$ cat src/rtl/signed_divider.sv
// Iterative signed divider (MIPS DIV semantics) producing quotient on lo and remainder on hi.
// Restoring algorithm on magnitudes, one quotient bit per cycle, sign fix-up in a final cycle.
module signed_divider #(
  parameter int unsigned WIDTH = 32
) (
  input  logic             clk,
  input  logic             reset,
  input  logic             start,
  input  logic [WIDTH-1:0] a,
  input  logic [WIDTH-1:0] b,
  output logic [WIDTH-1:0] hi,
  output logic [WIDTH-1:0] lo,
  output logic             ready,
  output logic             div_zero,
  output logic             busy
);

  localparam int unsigned CW = $clog2(WIDTH);

  typedef enum logic [1:0] {IDLE, PREP, ITER, FIX} state_t;

  state_t           state, state_nxt;
  logic [WIDTH-1:0] quo, rem, dsr;
  logic [CW-1:0]    cnt;
  logic             sign_q, sign_r;
  logic             accept_c, zero_c;
  logic [WIDTH:0]   shifted_c, diff_c;

  // Partial remainder shifted left with the next dividend bit, then trial subtract.
  assign shifted_c = {rem, quo[WIDTH-1]};
  assign diff_c    = shifted_c - {1'b0, dsr};

  always_ff @(posedge clk) begin
    if (reset) state <= IDLE;
    else       state <= state_nxt;
  end

  always_comb begin
    state_nxt = state;
    accept_c  = 1'b0;
    zero_c    = 1'b0;
    case (state)
      IDLE: begin
        if (start) begin
          if (b != '0) begin
            accept_c  = 1'b1;
            state_nxt = PREP;
          end else begin
            zero_c = 1'b1;
          end
        end
      end
      PREP: state_nxt = ITER;
      ITER: if (cnt == '0) state_nxt = FIX;
      FIX:  state_nxt = IDLE;
      default: state_nxt = IDLE;
    endcase
  end

  // Datapath and registered outputs; quo doubles as the shifting dividend.
  always_ff @(posedge clk) begin
    if (reset) begin
      hi       <= '0;
      lo       <= '0;
      ready    <= 1'b0;
      div_zero <= 1'b0;
      busy     <= 1'b0;
      quo      <= '0;
      rem      <= '0;
      dsr      <= '0;
      cnt      <= '0;
      sign_q   <= 1'b0;
      sign_r   <= 1'b0;
    end else begin
      ready    <= 1'b0;
      div_zero <= zero_c;
      case (state)
        IDLE: begin
          if (accept_c) begin
            quo    <= a;
            dsr    <= b;
            sign_q <= a[WIDTH-1] ^ b[WIDTH-1];
            sign_r <= a[WIDTH-1];
            busy   <= 1'b1;
          end
        end
        PREP: begin
          if (quo[WIDTH-1]) quo <= -quo;
          if (dsr[WIDTH-1]) dsr <= -dsr;
          rem <= '0;
          cnt <= CW'(WIDTH - 1);
        end
        ITER: begin
          if (!diff_c[WIDTH]) begin
            rem <= diff_c[WIDTH-1:0];
            quo <= {quo[WIDTH-2:0], 1'b1};
          end else begin
            rem <= shifted_c[WIDTH-1:0];
            quo <= {quo[WIDTH-2:0], 1'b0};
          end
          cnt <= cnt - CW'(1);
        end
        FIX: begin
          lo    <= sign_q ? -quo : quo;
          hi    <= sign_r ? -rem : rem;
          ready <= 1'b1;
          busy  <= 1'b0;
        end
        default: ;
      endcase
    end
  end

endmodule

$ cat config.mk
export PLATFORM = sky130hd
export DESIGN_NAME = signed_divider
export DESIGN_NICKNAME = d
export VERILOG_FILES = /design/src/rtl/signed_divider.sv
export SDC_FILE = /design/constraint.sdc
export NUM_CORES = 1
export LEC_CHECK = 0
export BUFFER_PORTS_ARGS = -buffer_cell sky130_fd_sc_hd__clkbuf_2
export CAP_MARGIN = 20
export CORE_MARGIN = 8
export CORE_UTILIZATION = 40
export CTS_BUF_LIST = sky130_fd_sc_hd__clkbuf_8 sky130_fd_sc_hd__clkbuf_16
export DETAILED_ROUTE_END_ITERATION = 10
export PLACE_DENSITY = 0.62
export SYNTH_ARGS = -nofsm -noshare
export SYNTH_HDL_FRONTEND = slang
export SYNTH_SLANG_ARGS = --single-unit
$ cat constraint.sdc
create_clock -name clk -period 3.02 [get_ports clk]
set_clock_uncertainty 0.05 [all_clocks]
set_input_delay 0 -clock clk [delete_from_list [all_inputs] [get_ports clk]]
set_output_delay 0 -clock clk [all_outputs]
set_load 0.02 [all_outputs]
* Word-level counts from Yosys, hierarchy flattened
Cells that the tools add are included.
** Operators by class
- Add/subtract/negate cells :: 5
- Equal/unequal tests :: 9
- Multiplexer cells :: 23
- Bitwise operators :: 3
- Reduce and logical (&&, ||, !) cells :: 15
** Operator list (count)
- $mux 32 :: 7
- $pmux 32 s2 :: 2
- $neg 32->32 :: 3
- $pmux 32 s3 :: 1
- $sub 33x32->33 :: 1
- $reduce_bool 32->1 :: 1
- $ne 2x2->1 const B :: 6
- $pmux 5 s2 :: 1
- $reduce_and 3->1 :: 3
- $pmux 2 s4 :: 1
- $reduce_and 2->1 :: 4
- $mux 1 :: 7
- $mux 2 :: 3
- $reduce_bool 2->1 :: 3
- $logic_not 5->1 :: 1
- $sub 5x1->5 const B :: 1
- $eq 2x2->1 const B :: 2
- $reduce_bool 3->1 :: 1
- $reduce_or 3->1 :: 1
- $eq 2x1->1 const B :: 1
- $logic_not 2->1 :: 1
- $not 1->1 :: 2
- $pmux 1 s2 :: 1
- $xor 1x1->1 :: 1
** Word-level totals
- Register bits :: 172
- Output and inout port bits :: 67
- Word-level logic and storage cells :: 69

* Longest topological paths before layout
- Word-level depth :: 6
- Mapped depth :: 13
- Gate-level depth less buffers :: 11

* Worst setup path before layout
OpenSTA, ideal clock, no wires.
- Kind :: reg-to-reg
- Start point :: reg quo[15]
- End point :: reg quo[31]
- Library setup time :: 0.065 ns
- Arrival :: 2.781 ns
- Required time :: 2.905 ns
- Slack :: 0.124 ns
- Stages on the path, launching flop included :: 13
- Buffers on the path :: 1
- Period minus slack after synthesis :: 2.896 ns
- Path through :: dfxtp_1 > buf_2 > or4_1 > nor2_1 > nand4_1 > or3_1 > or3_1 > nor3_1 > ha_1 > a22oi_1 > a211oi_1 > a21oi_1 > nor2_1
** Between the ends
- Longest elaborated chain between the ends :: 3
** RTL lines
- start, declared :: line 23 : logic [WIDTH-1:0] quo, rem, dsr;
- start signal, assigned :: line 88 : if (quo[WIDTH-1]) quo <= -quo;
- start signal, assigned :: line 96 : quo <= {quo[WIDTH-2:0], 1'b1};
- start signal, assigned :: line 99 : quo <= {quo[WIDTH-2:0], 1'b0};
- $neg 32->32 :: line 88
- $mux 32 :: line 88
- $pmux 32 s3 :: line 77 : case (state)
No other way between the ends. The select of a mux whose other input is x is not followed.
A chain may end at the register's enable or synchronous reset.

* Worst setup path after layout
- Start point :: reg dsr[7]
- End point :: reg dsr[28]
** Between the ends
- Longest elaborated chain between the ends :: 3
** RTL lines
- start, declared :: line 23
- start signal, assigned :: line 89 : if (dsr[WIDTH-1]) dsr <= -dsr;
- $neg 32->32 :: line 89
- $mux 32 :: line 89
- $pmux 32 s2 :: line 77
No other way between the ends. The select of a mux whose other input is x is not followed.

==> reports/summary.txt <==
worst-case vdd ir drop - 506.8 uV
Max Root-Sink Buffers - 2
sequential share of the synthesized area - 0.3067
summed negative setup slack over all endpoints - 0 ns
distinct cell type count of the synthesized netlist - 68
growth of design area from synthesis to finish - 25.54%
number of nets at the end of the flow - 1806
Initial Utilization - 0.4052
Post-DRT Antenna Nets - 0
status - finished, final reports clean
fill cell total of the finished layout - 2741
Main synth FF type - sky130_fd_sc_hd__dfxtp_1
area of the placeable core - 27710 sq um
count of warnings emitted by yosys - 0
largest net degree at the start of global routing - 128
setup violators final - 0
CTS clk-pin slew, worst paths - 0.08 ns
main combinational cell family by area after synthesis - compound AO/OA/AOI/OAI gates
post-DR wirelength/cell - 17.28 um
area share of and/or/nand/nor cells after synthesis - 0.2456
via count - 11790
placed cell count - 1993
Startpoint Class - flop
detailed-route wire length - 36060 um
worst slack, placed - 0.08882 ns
final standard cell utilization of the core - 0.5087
most frequent cells in the layout - sky130_fd_sc_hd__nor2_1, sky130_fd_sc_hd__dfxtp_1, sky130_fd_sc_hd__nand2_1, sky130_fd_sc_hd__clkbuf_2, sky130_fd_sc_hd__buf_4
die span in x - 183.5 um
count of flip-flops with a built-in enable after synthesis - 0
diodes inserted - 0
path type of the worst min-delay path - input port to flop
RSZ-0062 raised after global routing - no
largest fanout on the critical path - 7
max-slew violation total from the final report - 0
Vert. Die Dim - 183.5 um
combined area of all synthesized cells - 11230 sq um
number of DRC violations after detailed routing - 0
wire length of the first global-routing pass - 57740 um
kind of critical path - flop to flop
TritonCTS clock tree - done
LEAKAGE - 5.756 nW
net count after synthesis - 1606
PortBufs - 133
buffer type at the clock tree root - sky130_fd_sc_hd__clkbuf_16
maximum capacitance violations - 0
via count of the first global-routing pass - 10950
depth of the CTS H-tree - 4
initial drt markers - 908
GR Util All Layers - 0.2100
number of clock sinks - 172
number of flip-flops and latches in the synthesized netlist - 172
Syn Inst Count - 1496
areal power density over the cells - 1044 nW/um^2
Slew headroom - 0.3015
dpl hpwl - 26260 um
Layout Cells excl Fill - 2087
Worst Setup End Kind - flop
portion of netlist area occupied by mux cells - 0.009807
Data required, critical path - 3.34 ns
area share of xor/xnor cells in the synthesized design - 0.07879
number of search-and-repair iterations in the first detailed-routing pass - 5
number of antenna violations at the first check in global routing - 0
actual slew at the worst max-slew pin - 1.046 ns
final setup slack of the worst path - 0.1105 ns
clock latency at the later pin of the worst-skew pair - 0.44 ns
f_max - 343.7 MHz
Synth Area in Compound Gates - 0.2487
top-level port count - 134
final critical delay including setup and external delays - 2.910 ns
number of buffers inserted during clock tree synthesis - 17
via count normalized by instance count - 5.649
Remaining Overflow, GRT - 0
most common library cell in the layout ignoring fill and taps - sky130_fd_sc_hd__nor2_1
Die Footprint - 33690 sq um
final hold violation count - 0
post-route clock period utilization - 0.9634
row count - 61
arrival time reported for the critical path endpoint - 3.23 ns
Post-Synth Adder-Cell Area - 0.04859
layout cell share with drive strength beyond 1 - 0.1902
asr flop ratio synth - 0
smallest hold slack - 0.01023 ns
synthesized area per cell - 7.505 sq um
Final Wtd Congestion - 0.8896
[Yosys cell counts, types with 15 or more instances]
cell	instances	area share
sky130_fd_sc_hd__nor4_1	19	0.011
sky130_fd_sc_hd__clkbuf_1	99	0.033
sky130_fd_sc_hd__nor3_1	28	0.012
sky130_fd_sc_hd__nand2_1	134	0.045
sky130_fd_sc_hd__nor2_1	179	0.060
sky130_fd_sc_hd__or3_1	19	0.011
sky130_fd_sc_hd__a221oi_1	15	0.012
sky130_fd_sc_hd__xor2_1	64	0.050
sky130_fd_sc_hd__inv_1	67	0.022
sky130_fd_sc_hd__a21oi_1	88	0.039
sky130_fd_sc_hd__dfxtp_1	172	0.31
sky130_fd_sc_hd__nor2b_1	16	0.0089
sky130_fd_sc_hd__a211oi_1	78	0.052
sky130_fd_sc_hd__xnor2_1	37	0.029
sky130_fd_sc_hd__nand3_1	89	0.040
sky130_fd_sc_hd__ha_1	42	0.047
sky130_fd_sc_hd__nand2b_1	15	0.0084
sky130_fd_sc_hd__o211ai_1	23	0.015
sky130_fd_sc_hd__o21ai_0	92	0.041
sky130_fd_sc_hd__a22oi_1	19	0.013
[metrics by stage]
stage	area, sq um	total power [mW]
detailed placement	12800	12.23
floorplan	11230	9.560
finish	14090	14.71
global route	14090	15.89
global placement	12800	12.11
CTS	14000	14.61
[per-layer routing]
layer / part of all wire / global-route usage / up-vias
met5: 0 / 0 / -
met4: 0.024 / 0.07092 / 0
met3: 0.065 / 0.03913 / 50
met2: 0.47 / 0.3397 / 380
met1: 0.45 / 0.2770 / 5563
li1: - / - / 5797
[worst paths after layout]
path	start	to	slack, ns	depth (start not counted)
max reg2reg	dsr[7]	dsr[28]	0.11	11
min	a[11]	quo[11]	0.01	6
max	dsr[7]	dsr[28]	0.11	11
min reg2reg	dsr[29]	dsr[29]	0.43	2
[worst max-delay path, stage by stage (launching register included)]
cell and delay (ns):
sky130_fd_sc_hd__dfxtp_1 0.31, sky130_fd_sc_hd__buf_4 0.15, sky130_fd_sc_hd__or4_1 0.60, sky130_fd_sc_hd__buf_4 0.20, sky130_fd_sc_hd__nor4_2 0.32, sky130_fd_sc_hd__nand4_1 0.21, sky130_fd_sc_hd__nor2_1 0.20, sky130_fd_sc_hd__nor4b_4 0.28
sky130_fd_sc_hd__buf_4 0.17, sky130_fd_sc_hd__a21oi_1 0.05, sky130_fd_sc_hd__nand2b_1 0.17, sky130_fd_sc_hd__a21oi_1 0.13
[state kept, by name (all words and copies together), names as in the netlist]
signal and count:
dsr 32, hi 32, lo 32, quo 32, rem 32, cnt 5, state 2, busy 1
div_zero 1, ready 1, sign_q 1, sign_r 1
[area by class of cell]
class / count / area (sq um) / area share
inverter: 67 / 251.5 / 0.01784
timing repair buffer: 296 / 2117 / 0.1502
tap: 378 / 473.0 / 0.03356
clock inverter: 15 / 168.9 / 0.01198
sequential: 172 / 3448 / 0.2447
clock buffer: 17 / 425.4 / 0.03018
multi-input combinational: 1142 / 7211 / 0.5116
[power breakdown]
group          internal (mW)  total, mW  switching (mW)  leakage, nW
Clock                   1.18       2.26            1.08        0.287
Combinational           3.64       8.97            5.33         4.07
Sequential              2.85       3.47           0.619         1.40
Total                   7.68       14.7            7.03         5.76
[kinds of logic after synthesis]
| family | after synthesis |
|---|---|
| compound gates | 419 |
| simple gates | 568 |
| buf+inv | 182 |
| flops | 172 |
| fa+ha+maj | 43 |
| mux | 11 |
| xor+xnor | 101 |
[repair_timing]
action                     CTS  global route
setup endpoints to repair    0            38
hold buffers                60             0
setup buffers                0             2
hold endpoints to repair    61             0
resized for setup            0            26
No activity file was read; power rests on OpenSTA's default activity.
